### src/rtl/encoder_4to2_pkg.sv
// Shared pattern constants, FSM state type and pattern-classification helpers
// for the 4-to-2 receive encoder.
package encoder_4to2_pkg;

  localparam logic [3:0] PAT_IDLE = 4'b0000;
  localparam logic [3:0] PAT_LO   = 4'b0011;
  localparam logic [3:0] PAT_HI   = 4'b1100;
  localparam logic [3:0] PAT_AMB  = 4'b1111;

  typedef enum logic [1:0] {
    ST_IDLE = 2'd0,
    ST_QUAL = 2'd1,
    ST_PEND = 2'd2
  } state_e;

  // Code {B,A} for a legal non-idle pattern; 1111 reports 01 with ambig set.
  function automatic logic [1:0] pat_code(input logic [3:0] pat);
    logic [1:0] code;
    case (pat)
      PAT_LO:  code = 2'b00;
      PAT_HI:  code = 2'b11;
      PAT_AMB: code = 2'b01;
      default: code = 2'b00;
    endcase
    return code;
  endfunction

  function automatic logic pat_legal(input logic [3:0] pat);
    logic legal;
    case (pat)
      PAT_LO, PAT_HI, PAT_AMB: legal = 1'b1;
      default:                 legal = 1'b0;
    endcase
    return legal;
  endfunction

endpackage

### src/rtl/sync_2ff.sv
// Two-flop synchronizer for a bus of independent asynchronous lines.
module sync_2ff #(
  parameter int WIDTH = 4
) (
  input  logic             clk,
  input  logic             rst_n,
  input  logic [WIDTH-1:0] d_i,
  output logic [WIDTH-1:0] q_o
);

  logic [WIDTH-1:0] meta_q;
  logic [WIDTH-1:0] sync_q;

  // Two capture stages; only the second stage is used downstream.
  always_ff @(posedge clk or negedge rst_n) begin
    if (!rst_n) begin
      meta_q <= '0;
      sync_q <= '0;
    end else begin
      meta_q <= d_i;
      sync_q <= meta_q;
    end
  end

  assign q_o = sync_q;

endmodule

### src/rtl/encoder_4to2_rx.sv
// Debounced 4-line pattern receiver emitting {B,A} tokens over a valid/ready handshake.
// Optional saturating illegal-pattern counter enabled by macro ENCODER_4TO2_ERRCNT_EN.
module encoder_4to2_rx
  import encoder_4to2_pkg::*;
#(
  parameter int STABLE_CYCLES = 3
) (
  input  logic       clk,
  input  logic       rst_n,
  input  logic       inD,
  input  logic       inC,
  input  logic       inB,
  input  logic       inA,
  output logic [1:0] out_code,
  output logic       out_ambig,
  output logic       out_valid,
  input  logic       out_ready,
  output logic       err,
  output logic [7:0] err_count
);

  localparam logic [3:0] STABLE_W = 4'(STABLE_CYCLES);

  logic [3:0] samp_s;
  logic       change_s;
  logic       qual_s;
  logic [3:0] cnt_step_s;

  state_e     state_q, state_d;
  logic [3:0] cand_q, cand_d;
  logic [3:0] cnt_q, cnt_d;
  logic [3:0] last_q, last_d;
  logic       last_vld_q, last_vld_d;
  logic       valid_q, valid_d;
  logic [1:0] code_q, code_d;
  logic       ambig_q, ambig_d;
  logic       err_q, err_d;

  sync_2ff #(.WIDTH(4)) u_sync (
    .clk   (clk),
    .rst_n (rst_n),
    .d_i   ({inD, inC, inB, inA}),
    .q_o   (samp_s)
  );

  // A pattern qualifies on the exact sample where its run length reaches STABLE_CYCLES.
  assign change_s   = (samp_s != cand_q);
  assign qual_s     = change_s ? (STABLE_W == 4'd1) : (cnt_q == (STABLE_W - 4'd1));
  assign cnt_step_s = change_s ? 4'd1 : ((cnt_q == STABLE_W) ? cnt_q : (cnt_q + 4'd1));

  // Next-state logic; candidate and count stay frozen while a token is pending.
  always_comb begin
    state_d    = state_q;
    cand_d     = cand_q;
    cnt_d      = cnt_q;
    last_d     = last_q;
    last_vld_d = last_vld_q;
    valid_d    = valid_q;
    code_d     = code_q;
    ambig_d    = ambig_q;
    err_d      = 1'b0;
    case (state_q)
      ST_IDLE, ST_QUAL: begin
        cand_d = samp_s;
        cnt_d  = cnt_step_s;
        if (qual_s) begin
          if (samp_s == PAT_IDLE) begin
            last_vld_d = 1'b0;
            state_d    = ST_IDLE;
          end else if (pat_legal(samp_s)) begin
            if (!last_vld_q || (last_q != samp_s)) begin
              state_d = ST_PEND;
              valid_d = 1'b1;
              code_d  = pat_code(samp_s);
              ambig_d = (samp_s == PAT_AMB);
            end else begin
              state_d = ST_IDLE;
            end
          end else begin
            err_d   = 1'b1;
            state_d = ST_IDLE;
          end
        end else if (change_s) begin
          state_d = ST_QUAL;
        end else begin
          state_d = state_q;
        end
      end
      ST_PEND: begin
        if (valid_q && out_ready) begin
          state_d    = ST_IDLE;
          valid_d    = 1'b0;
          code_d     = 2'b00;
          ambig_d    = 1'b0;
          last_d     = cand_q;
          last_vld_d = 1'b1;
        end else begin
          state_d = ST_PEND;
        end
      end
      default: begin
        state_d = ST_IDLE;
        valid_d = 1'b0;
        code_d  = 2'b00;
        ambig_d = 1'b0;
      end
    endcase
  end

  // State and registered outputs.
  always_ff @(posedge clk or negedge rst_n) begin
    if (!rst_n) begin
      state_q    <= ST_IDLE;
      cand_q     <= PAT_IDLE;
      cnt_q      <= 4'd0;
      last_q     <= PAT_IDLE;
      last_vld_q <= 1'b0;
      valid_q    <= 1'b0;
      code_q     <= 2'b00;
      ambig_q    <= 1'b0;
      err_q      <= 1'b0;
    end else begin
      state_q    <= state_d;
      cand_q     <= cand_d;
      cnt_q      <= cnt_d;
      last_q     <= last_d;
      last_vld_q <= last_vld_d;
      valid_q    <= valid_d;
      code_q     <= code_d;
      ambig_q    <= ambig_d;
      err_q      <= err_d;
    end
  end

  assign out_valid = valid_q;
  assign out_code  = code_q;
  assign out_ambig = ambig_q;
  assign err       = err_q;

`ifdef ENCODER_4TO2_ERRCNT_EN
  logic [7:0] err_count_q, err_count_d;

  // Counter steps together with the err pulse and sticks at 255.
  always_comb begin
    if (err_d && (err_count_q != 8'hFF)) begin
      err_count_d = err_count_q + 8'd1;
    end else begin
      err_count_d = err_count_q;
    end
  end

  // Illegal-pattern counter register.
  always_ff @(posedge clk or negedge rst_n) begin
    if (!rst_n) begin
      err_count_q <= 8'd0;
    end else begin
      err_count_q <= err_count_d;
    end
  end

  assign err_count = err_count_q;
`else
  assign err_count = 8'd0;
`endif

endmodule

### config.mk
export PLATFORM = sky130hd
export DESIGN_NAME = encoder_4to2_rx
export DESIGN_NICKNAME = d
export VERILOG_FILES = /design/src/rtl/encoder_4to2_pkg.sv /design/src/rtl/sync_2ff.sv /design/src/rtl/encoder_4to2_rx.sv
export SDC_FILE = /design/constraint.sdc
export NUM_CORES = 1
export LEC_CHECK = 0
export ABC_AREA = 1
export CAP_MARGIN = 20
export CORE_AREA = 2 2 71 73
export CTS_CLUSTER_DIAMETER = 100
export CTS_CLUSTER_SIZE = 24
export DETAILED_ROUTE_END_ITERATION = 8
export DIE_AREA = 0 0 73 75
export PLACE_DENSITY = 0.5
export SETUP_SLACK_MARGIN = 0.3
export SLEW_MARGIN = 10
export SYNTH_ARGS = -nofsm -noshare
export SYNTH_HDL_FRONTEND = slang
export SYNTH_SLANG_ARGS = --single-unit
### constraint.sdc
create_clock -name clk -period 2.2 [get_ports clk]
set_input_delay 0.44 -clock clk [delete_from_list [all_inputs] [get_ports clk]]
set_output_delay 0.44 -clock clk [all_outputs]
set_load 0.05 [all_outputs]
==> results of run 1 <==
what timing repair did:
item	CTS	global route
pin swaps	0	0
gates resized for setup	1	3
setup endpoints to repair	1	3
hold endpoints to repair	0	0
registers in the layout, summed over array words and instances, names as in the netlist:
signal / cells
cand_q: 4
cnt_q: 4
last_q: 4
u_sync.meta_q: 4
u_sync.q_o: 4
out_code: 2
state_q: 2
err: 1
last_vld_q: 1
out_ambig: 1
out_valid: 1
power breakdown:
group	internal [W]	total, W	switching, W
sequential	0.000541	0.000568	0.0000264
combinational	0.0000423	0.000138	0.0000957
clock	0.000160	0.000318	0.000157
total	0.000744	0.00102	0.000279
cells by family after synthesis:
group | after synthesis
DFF | 28
buffers and inverters | 25
adders and majority gates | 2
muxes | 1
AOI/OAI and AO/OA | 17
and+or+nand+nor | 81
xor gates and xnor gates | 4
other | 1
layer usage:
layer	share of wire	GRT usage	vias up
li1	-	-	521
met1	0.48	0.134	446
met2	0.46	0.159	21
met3	0.037	0.0201	5
met4	0.019	0.0432	0
met5	0	0	-
synth_stat cells, types with 2 or more instances:
| master | number |
|---|---|
| nor2_2 | 3 |
| buf_4 | 8 |
| dfrtp_1 | 28 |
| nand2_1 | 53 |
| inv_2 | 5 |
| o21ai_0 | 9 |
| nand4_1 | 5 |
| o21ai_1 | 6 |
| xor2_1 | 3 |
| ha_1 | 2 |
| nand3_1 | 5 |
| inv_1 | 11 |
| nor2_1 | 7 |
per-stage QoR:
stage	hold WS (ns)	cell area (um^2)	total power [W]
floorplan	0.144	1400	0.000687
global placement	0.333	1530	0.000716
detailed placement	0.336	1530	0.000719
CTS	0.359	1580	0.00104
global route	0.362	1590	0.00108
finish	0.358	1590	0.00102
final cells by class:
cell class                      instances  area share
Sequential cell                        28       0.441
Multi-Input combinational cell        113       0.361
Timing Repair Buffer                   13      0.0827
Tap cell                               54      0.0425
Inverter                               16      0.0378
Clock buffer                            4      0.0346
final timing paths:
check | startpoint | endpoint | slack [ns]
min in group asynchronous | rst_n | out_ambig$_DFFE_PN0P_ | 0.53
setup / recovery | err$_DFF_PN0_ | err | 0.37
setup reg to reg | cnt_q[0]$_DFFE_PN0P_ | out_valid$_DFFE_PN0P_ | 0.71
hold reg to reg | u_sync.meta_q[3]$_DFF_PN0_ | u_sync.q_o[3]$_DFF_PN0_ | 0.36
max in group asynchronous | rst_n | state_q[0]$_DFFE_PN0P_ | 1.41
hold / removal | u_sync.meta_q[3]$_DFF_PN0_ | u_sync.q_o[3]$_DFF_PN0_ | 0.36
==> metrics.md, run 1 <==
| Metric | Value |
|---|---|
| Status | complete, no violations |
| Final hold viol count | 0 |
| Worst Tran Pin Value | 0.498 ns |
| Share of cells above drive strength 1 | 0.126 |
| Tightest Hold Check Type | flop to flop |
| Initial Util | 0.294 |
| Placed wire-length estimate after detailed placement | 1820 um |
| Post-synth top area share | 0.510 |
| CTS tree | done |
| Slew margin rel. | 0.667 |
| Antenna Nets Post-Route | 0 |
| DR WL/cell | 10.6 um |
| Initial antenna violation count | 0 |
| Vias per std cell | 4.36 |
| Setup ws final | 0.366 ns |
| Post-route DRC | 0 |
| Filler instances | 470 |
| CP top delay family | buffers and inverters |
| Non-Filler Instances | 228 |
| Pre-CTS WS | 0.483 ns |
| Fraction of synthesized area in multiplexers | 0.00820 |
| Root buffer selected by CTS | clkbuf_8 |
| Core area | 0.00466 mm^2 |
| PortBufs | 11 |
| Synth Warn # | 0 |
| P_leak | 0.835 nW |
| Vias in the first global route | 921 |
| Sink Count | 28 |
| IO Count | 20 |
| Count of pins over their slew limit | 0 |
| Final core occ | 0.341 |
| Placed Cells incl. Taps | 224 |
| Critical path depth in cells | 1 |
| Seq/Total Area, Yosys | 0.510 |
| Worst hold stages | 0 |
| Slowest-stage cell, CP | clkdlybuf4s50_1 |
| Diode count | 0 |
| RSZ-0062 raised after global routing | false |
| Die W | 73 um |
| CP Buf/Inv Count | 1 |
| Worst Path Required | 1.76 ns |
| Period utilization | 0.834 |
| Synth cell types | 27 |
| Commonest non-fill, non-tap cells in the layout | nand2_1 (53), dfrtp_1 (28), inv_1 (11) |
| Post-Synth XOR/XNOR Area | 0.0255 |
| Worst Skew | 0.00255 ns |
| Gpl congestion | 0.810 |
| Combinational family with the most area after synthesis | simple AND/OR/NAND/NOR gates |
| Clock input transition at the sequential cells of the worst setup and hold paths | 0.09 ns |
| Area of the multi-input gates | 574 um^2 |
| Synth Area in Adders | 0.0182 |
| Commonest non-fill, non-tap cell in the layout | nand2_1 |
| Post-synth EDFFs | 0 |
| Worst skew pair latency | 0.27 ns |
| Post-CTS Setup Bufs | 0 |
| FF-to-FF path depth | 8 |
| # H-tree levels | 1 |
| Fmax | 545 MHz |
| Setup_tns | 0 ns |
| Final setup violation count | 0 |
| Cell Chain, Critical Path | clkdlybuf4s50_1 |
| CP max FO | 1 |
| Max-Cap Viols | 0 |
| Initial DRT Pass Iterations | 4 |
| # rows | 25 |
| Grt ovf | 0 |
| Top cells by area, synth | dfrtp_1 (51%), nand2_1 (14%), buf_4 (4.4%), o21ai_0 (3.3%), inv_1 (3.0%) |
| Initial drt markers | 55 |
| Final net count | 184 |
| Post-synthesis compound-gate area fraction | 0.0702 |
| Cells after Synth | 159 |
| Top_reg_cell synth | dfrtp_1 |
| Setup crit end kind | output port |
| Power per cell area | 644 mW/mm^2 |
| FF/Latch Area | 701 um^2 |
| Routed wire length | 2410 um |
| Area growth from synthesis to layout | 15.8% |
| Largest stage delay, worst path | 0.79 ns |
| Crit Path Class | flop to output port |
| Cts bufs inserted | 3 |
| Post-Syn Area | 0.00137 mm^2 |
| Ys async rst share | 1.00 |
| Worst setup SP type | flop |
| Overall Global Routing Usage | 0.100 |
| Pin count of the biggest net entering global routing | 29 |
| #FFs+latches synth | 28 |
| Mean area per synthesized cell | 8.63 um^2 |
| CTS max path bufs | 2 |
| Die area | 0.00548 mm^2 |
| Simple-Gate Fraction of Synth Area | 0.274 |
| Die Height | 75 um |
| Hold buffer count at CTS | 0 |
| Largest area contributor in the netlist | dfrtp_1 |
| Fin crit period | 1.83 ns |
| First-pass GRT wire length | 4240 um |
| Peak VDD IR | 0.168 mV |
| Vias | 993 |
| WP data arrival | 1.39 ns |
No activity file was read; power rests on OpenSTA's default activity.
==> inputs of run 2 (changes only) <==
clock period = 1.92 ns   (was 2.2 ns; I/O delays follow)
==> run 2 against run 1 <==
Against the previous run:
- die area is the same
- non-clock buffer count grew 1
- first-iteration DRC count shrank 7.3%
- critical path type unchanged
- highest routed layer unchanged
==> metrics.md, run 2 (same netlist as run 1, synthesis figures left out) <==
| Metric | Value |
|---|---|
| Slowest-stage cell, CP | dlygate4sd2_1 |
| Grt ovf | 0 (unchanged) |
| Worst Skew | 0.00594 ns (+0.00340 ns) |
| WP data arrival | 1.16 ns (-0.23 ns) |
| Root buffer selected by CTS | clkbuf_8 |
| CP top delay family | buffers and inverters |
| P_leak | 0.810 nW (-3.1%) |
| IO Count | 20 (unchanged) |
| Period utilization | 0.806 |
| Commonest non-fill, non-tap cells in the layout | nand2_1 (53), dfrtp_1 (28), inv_1 (11) |
| Worst setup SP type | flop |
| Routed wire length | 2500 um (+3.8%) |
| Clock power share | 0.362 (+0.052) |
| Gpl congestion | 0.821 (+1.4%) |
| Cell Chain, Critical Path | dlygate4sd2_1 |
| # H-tree levels | 1 (unchanged) |
| Initial DRT Pass Iterations | 4 (unchanged) |
| CP Buf/Inv Count | 1 (unchanged) |
| CP max FO | 2 (+1) |
| Pin count of the biggest net entering global routing | 29 (unchanged) |
| First-pass GRT wire length | 4220 um (-0.50%) |
| Cts bufs inserted | 3 (unchanged) |
| Overall Global Routing Usage | 0.101 (+0.000538) |
| CTS tree | done |
| Vias | 1011 (+1.8%) |
| Sequential share of power | 0.512 (-0.043) |
| Area growth from synthesis to layout | 16.5% |
| Die W | 73 um (unchanged) |
| Setup crit end kind | output port |
| Largest stage delay, worst path | 0.53 ns (-0.26 ns) |
| Die area | 0.00548 mm^2 (unchanged) |
| Crit Path Class | flop to output port |
| Share of cells above drive strength 1 | 0.137 (+0.0107) |
| Power per cell area | 797 mW/mm^2 (+24%) |
| Comb power frac | 0.126 (-0.009) |
| RSZ-0062 raised after global routing | false |
| Commonest non-fill, non-tap cell in the layout | nand2_1 |
| Count of pins over their slew limit | 0 (unchanged) |
| Antenna Nets Post-Route | 0 (unchanged) |
| Total power | 0.00127 W (+25%) |
| Peak VDD IR | 0.302 mV (+80%) |
| Status | complete, no violations |
| Vias per std cell | 4.41 (+1.4%) |
| Placed Cells incl. Taps | 225 (+0.45%) |
| PortBufs | 11 (unchanged) |
| Die Height | 75 um (unchanged) |
| Hold buffer count at CTS | 0 (unchanged) |
| Initial drt markers | 51 (-7.3%) |
| Initial Util | 0.294 (unchanged) |
| # rows | 25 (unchanged) |
| Sink Count | 28 (unchanged) |
| DR WL/cell | 10.9 um (+3.4%) |
| Max-Cap Viols | 0 (unchanged) |
| Placed wire-length estimate after detailed placement | 1910 um (+5.2%) |
| Clock input transition at the sequential cells of the worst setup and hold paths | 0.10 ns (about the same) |
| Diode count | 0 (unchanged) |
| Final hold viol count | 0 (unchanged) |
| Initial antenna violation count | 0 (unchanged) |
| Fin crit period | 1.55 ns |
| Post-route DRC | 0 (unchanged) |
| Fmax | 647 MHz |
| P_sw | 0.000326 W (+17%) |
| Final net count | 185 (+0.54%) |
| Internal power | 0.000948 W (+27%) |
| Vias in the first global route | 925 (+0.43%) |
| Tightest Hold Check Type | flop to flop |
| Final setup violation count | 0 (unchanged) |
| Filler instances | 474 (+0.85%) |
| Worst Path Required | 1.54 ns (-0.22 ns) |
| Final core occ | 0.343 (+0.00215) |
| Setup_tns | 0 ns (unchanged) |
| Sw frac | 0.256 (-0.0172) |
| CTS max path bufs | 2 (unchanged) |
| Core area | 0.00466 mm^2 (unchanged) |
| Non-Filler Instances | 229 (+0.44%) |
| Worst skew pair latency | 0.27 ns (about the same) |
run 2: cell types whose count changed in the layout (fill, tap and decap cells not counted), sizes merged:
cell           previous run  this run
buf                       2         4
clkdlybuf4s50             7         6
dlygate4sd2               1         4
clkbuf                    4         3
bufinv                    0         1
dlymetal6s2s              3         0
run 2: final timing paths:
kind	startpoint	end	slack, ns	cells after the start
min in group asynchronous	rst_n	err$_DFF_PN0_	0.48	2
worst max-delay path	out_ambig$_DFFE_PN0P_	out_ambig	0.37	1
worst min-delay path	u_sync.meta_q[2]$_DFF_PN0_	u_sync.q_o[2]$_DFF_PN0_	0.35	0
max in group asynchronous	rst_n	cnt_q[1]$_DFFE_PN0P_	1.18	2
worst max register to register	cnt_q[0]$_DFFE_PN0P_	out_code[0]$_DFFE_PN0P_	0.42	8
worst min register to register	u_sync.meta_q[2]$_DFF_PN0_	u_sync.q_o[2]$_DFF_PN0_	0.35	0
run 2: layout make-up:
class                           count  area [um^2]  share of cell area
Timing Repair Buffer               14          125              0.0782
Inverter                           16         60.1              0.0376
Clock buffer                        3         41.3              0.0258
Clock inverter                      1         30.0              0.0188
Sequential cell                    28          701               0.438
Multi-Input combinational cell    113          574               0.359
Tap cell                           54         67.6              0.0423
run 2: stage by stage:
| stage | area (um^2) | setup WS [ns] | hold slack [ns] |
|---|---|---|---|
| final | 1600 | 0.373 | 0.354 |
| after floorplan | 1400 | 0.535 | 0.0884 |
| after CTS | 1600 | 0.358 | 0.358 |
| after global placement | 1530 | 0.330 | 0.332 |
| after detailed placement | 1530 | 0.287 | 0.336 |
| after global routing | 1600 | 0.325 | 0.365 |
run 2: what timing repair did:
action / in CTS / in global routing
setup endpoints to repair: 4 / 0
buffers inserted: 0 / 0
gates resized for setup: 4 / 0
run 2: per-layer routing:
layer / share of wire / wire length (um) / track usage / vias to the layer above
met4: 0.0088 / 22 / 0.0432 / 0
met5: 0 / 0 / 0 / -
met3: 0.036 / 90 / 0.0201 / 2
li1: - / - / - / 516
met2: 0.48 / 1200 / 0.164 / 18
met1: 0.48 / 1190 / 0.131 / 475
run 2: power groups by stage:
stage          clock network, W  registers (W)  logic [W]
2_1_floorplan                 0       0.000666   0.000121
3_3_place_gp                  0       0.000661   0.000159
3_5_place_dp                  0       0.000664   0.000163
4_1_cts                0.000476       0.000652   0.000163
5_1_grt                0.000504       0.000657   0.000183
6_report               0.000461       0.000652   0.000161
==> inputs of run 3 (changes only) <==
clock period = 1.45 ns   (was 1.92 ns; I/O delays follow)
==> run 3 against run 2 <==
Against the previous run:
- die area stayed put
- utilization is 4.1 points higher
- power is 27% higher
- global-route usage is 0.45 points higher
- sequential power is 31% higher
- clock-buffer cell count is 1 higher
- via count is 3.4% higher
- sequential cell count stayed put
==> metrics.md, run 3 (same netlist as run 1, synthesis figures left out) <==
| Metric | Value |
|---|---|
| Status | complete, no violations |
| Die Height | 75 um (unchanged) |
| Core area | 0.00466 mm^2 (unchanged) |
| Vias | 1045 (+3.4%) |
| Commonest non-fill, non-tap cells in the layout | nand2_1 (51), dfrtp_1 (24), buf_4 (14) |
| Initial drt markers | 42 (-18%) |
| Grt ovf | 0 (unchanged) |
| Max-Cap Viols | 0 (unchanged) |
| Final setup violation count | 0 (unchanged) |
| Diode count | 0 (unchanged) |
| Share of cells above drive strength 1 | 0.261 (+0.123) |
| # rows | 25 (unchanged) |
| Cts bufs inserted | 3 (unchanged) |
| Area growth from synthesis to layout | 30.5% |
| Initial antenna violation count | 0 (unchanged) |
| Commonest non-fill, non-tap cell in the layout | nand2_1 |
| WP data arrival | 1.56 ns (+0.40 ns) |
| Post-route cell area | 0.00179 mm^2 (+12%) |
| CTS tree | done |
| Final hold viol count | 0 (unchanged) |
| Overall Global Routing Usage | 0.105 (+0.00447) |
| CP max FO | 4 (+2) |
| # H-tree levels | 1 (unchanged) |
| Period utilization | 0.961 |
| Fin crit period | 1.39 ns |
| Setup_tns | 0 ns (unchanged) |
| Post-route DRC | 0 (unchanged) |
| Die W | 73 um (unchanged) |
| Power per cell area | 904 mW/mm^2 (+13%) |
| DR WL/cell | 10.6 um (-3.2%) |
| CTS max path bufs | 2 (unchanged) |
| Gpl congestion | 0.851 (+3.7%) |
| Setup crit end kind | flop |
| Worst Skew | 0.00440 ns (-0.00154 ns) |
| Initial Util | 0.294 (unchanged) |
| Worst Path Required | 1.62 ns (+0.08 ns) |
| Fmax | 718 MHz |
| Post-DP Area | 0.00164 mm^2 (+7.2%) |
| Worst skew pair latency | 0.27 ns (about the same) |
| Hold buffer count at CTS | 0 (unchanged) |
| First-pass GRT wire length | 4480 um (+6.2%) |
| Min Hold Slack | 0.354 ns (-0.0000970 ns) |
| Count of pins over their slew limit | 0 (unchanged) |
| P_leak | 0.876 nW (+8.2%) |
| Die area | 0.00548 mm^2 (unchanged) |
| IO Count | 20 (unchanged) |
| Placed wire-length estimate after detailed placement | 1890 um (-1.4%) |
| Antenna Nets Post-Route | 0 (unchanged) |
| Final net count | 198 (+7.0%) |
| RSZ-0062 raised after global routing | true |
| Pin count of the biggest net entering global routing | 29 (unchanged) |
| Worst setup SP type | flop |
| Tightest Hold Check Type | flop to flop |
| Clock input transition at the sequential cells of the worst setup and hold paths | 0.09 ns (about the same) |
| Vias in the first global route | 1004 (+8.5%) |
| Total power | 0.00162 W (+27%) |
| Crit Path Class | flop to flop |
| Root buffer selected by CTS | clkbuf_8 |
| Peak VDD IR | 0.339 mV (+12%) |
| Initial DRT Pass Iterations | 4 (unchanged) |
| Vias per std cell | 4.32 (-2.2%) |
| Placed Cells incl. Taps | 230 (+2.2%) |
| PortBufs | 11 (unchanged) |
| Sink Count | 28 (unchanged) |
| Non-Filler Instances | 242 (+5.7%) |
| Routed wire length | 2560 um (+2.3%) |
run 3: cell count changes in the layout (fill, tap and decap cells not counted), sizes merged:
cell / delta
dlymetal6s2s: +1
clkbuf: +1
bufinv: -1
dlygate4sd2: -4
buf: +17
clkdlybuf4s50: -1
run 3: power by group:
group	internal, W	leakage, nW	switching [W]
registers	0.000822	0.343	0.0000323
logic	0.000114	0.504	0.000170
clock network	0.000243	0.0288	0.000238
run 3: timing repair:
action	4_1_cts	5_1_grt
setup endpoints to repair	17	20
pin swaps	6	7
gates resized for setup	4	7
setup buffers	1	7
run 3: cell type report:
type,count,area (um^2)
well taps,54,67.6
multi-input cells,113,604
clock buffers,4,55.1
fillers,463,2870
flip-flops and latches,28,706
inverters,16,60.1
repair buffers,27,299
run 3: path summary, 6_finish.rpt:
check | startpoint | to | slack (ns) | cells past startpoint
worst max-delay path | u_sync.q_o[3]$_DFF_PN0_ | last_vld_q$_DFFE_PN0P_ | 0.06 | 7
worst min-delay path | u_sync.meta_q[1]$_DFF_PN0_ | u_sync.q_o[1]$_DFF_PN0_ | 0.35 | 0
worst max register to register | u_sync.q_o[3]$_DFF_PN0_ | last_vld_q$_DFFE_PN0P_ | 0.06 | 7
worst min register to register | u_sync.meta_q[1]$_DFF_PN0_ | u_sync.q_o[1]$_DFF_PN0_ | 0.35 | 0
max in group asynchronous | rst_n | u_sync.q_o[0]$_DFF_PN0_ | 0.91 | 2
min in group asynchronous | rst_n | out_ambig$_DFFE_PN0P_ | 0.37 | 2
run 3: per-layer routing:
metal	vias up	track usage	routed length, um
li1	543	-	-
met1	476	0.137	1220
met2	22	0.169	1200
met3	4	0.0228	100
met4	0	0.0453	38
met5	-	0	0
run 3: worst max-delay path, cell delays in order (launching register included):
cell     delay [ns]
dfrtp_1        0.43
xor2_1         0.17
nor2_2         0.14
nand2_2        0.13
nor2_2         0.12
nand2_1        0.11
o21ai_1        0.13
nand2_1        0.06
run 3: through the flow:
step	util	worst slack, ns
2_1_floorplan	-	0.141
3_3_place_gp	0.352	0.00578
3_5_place_dp	0.352	-0.00849
4_1_cts	0.368	0.0492
5_1_grt	0.384	-0.0751
6_report	0.384	0.0570
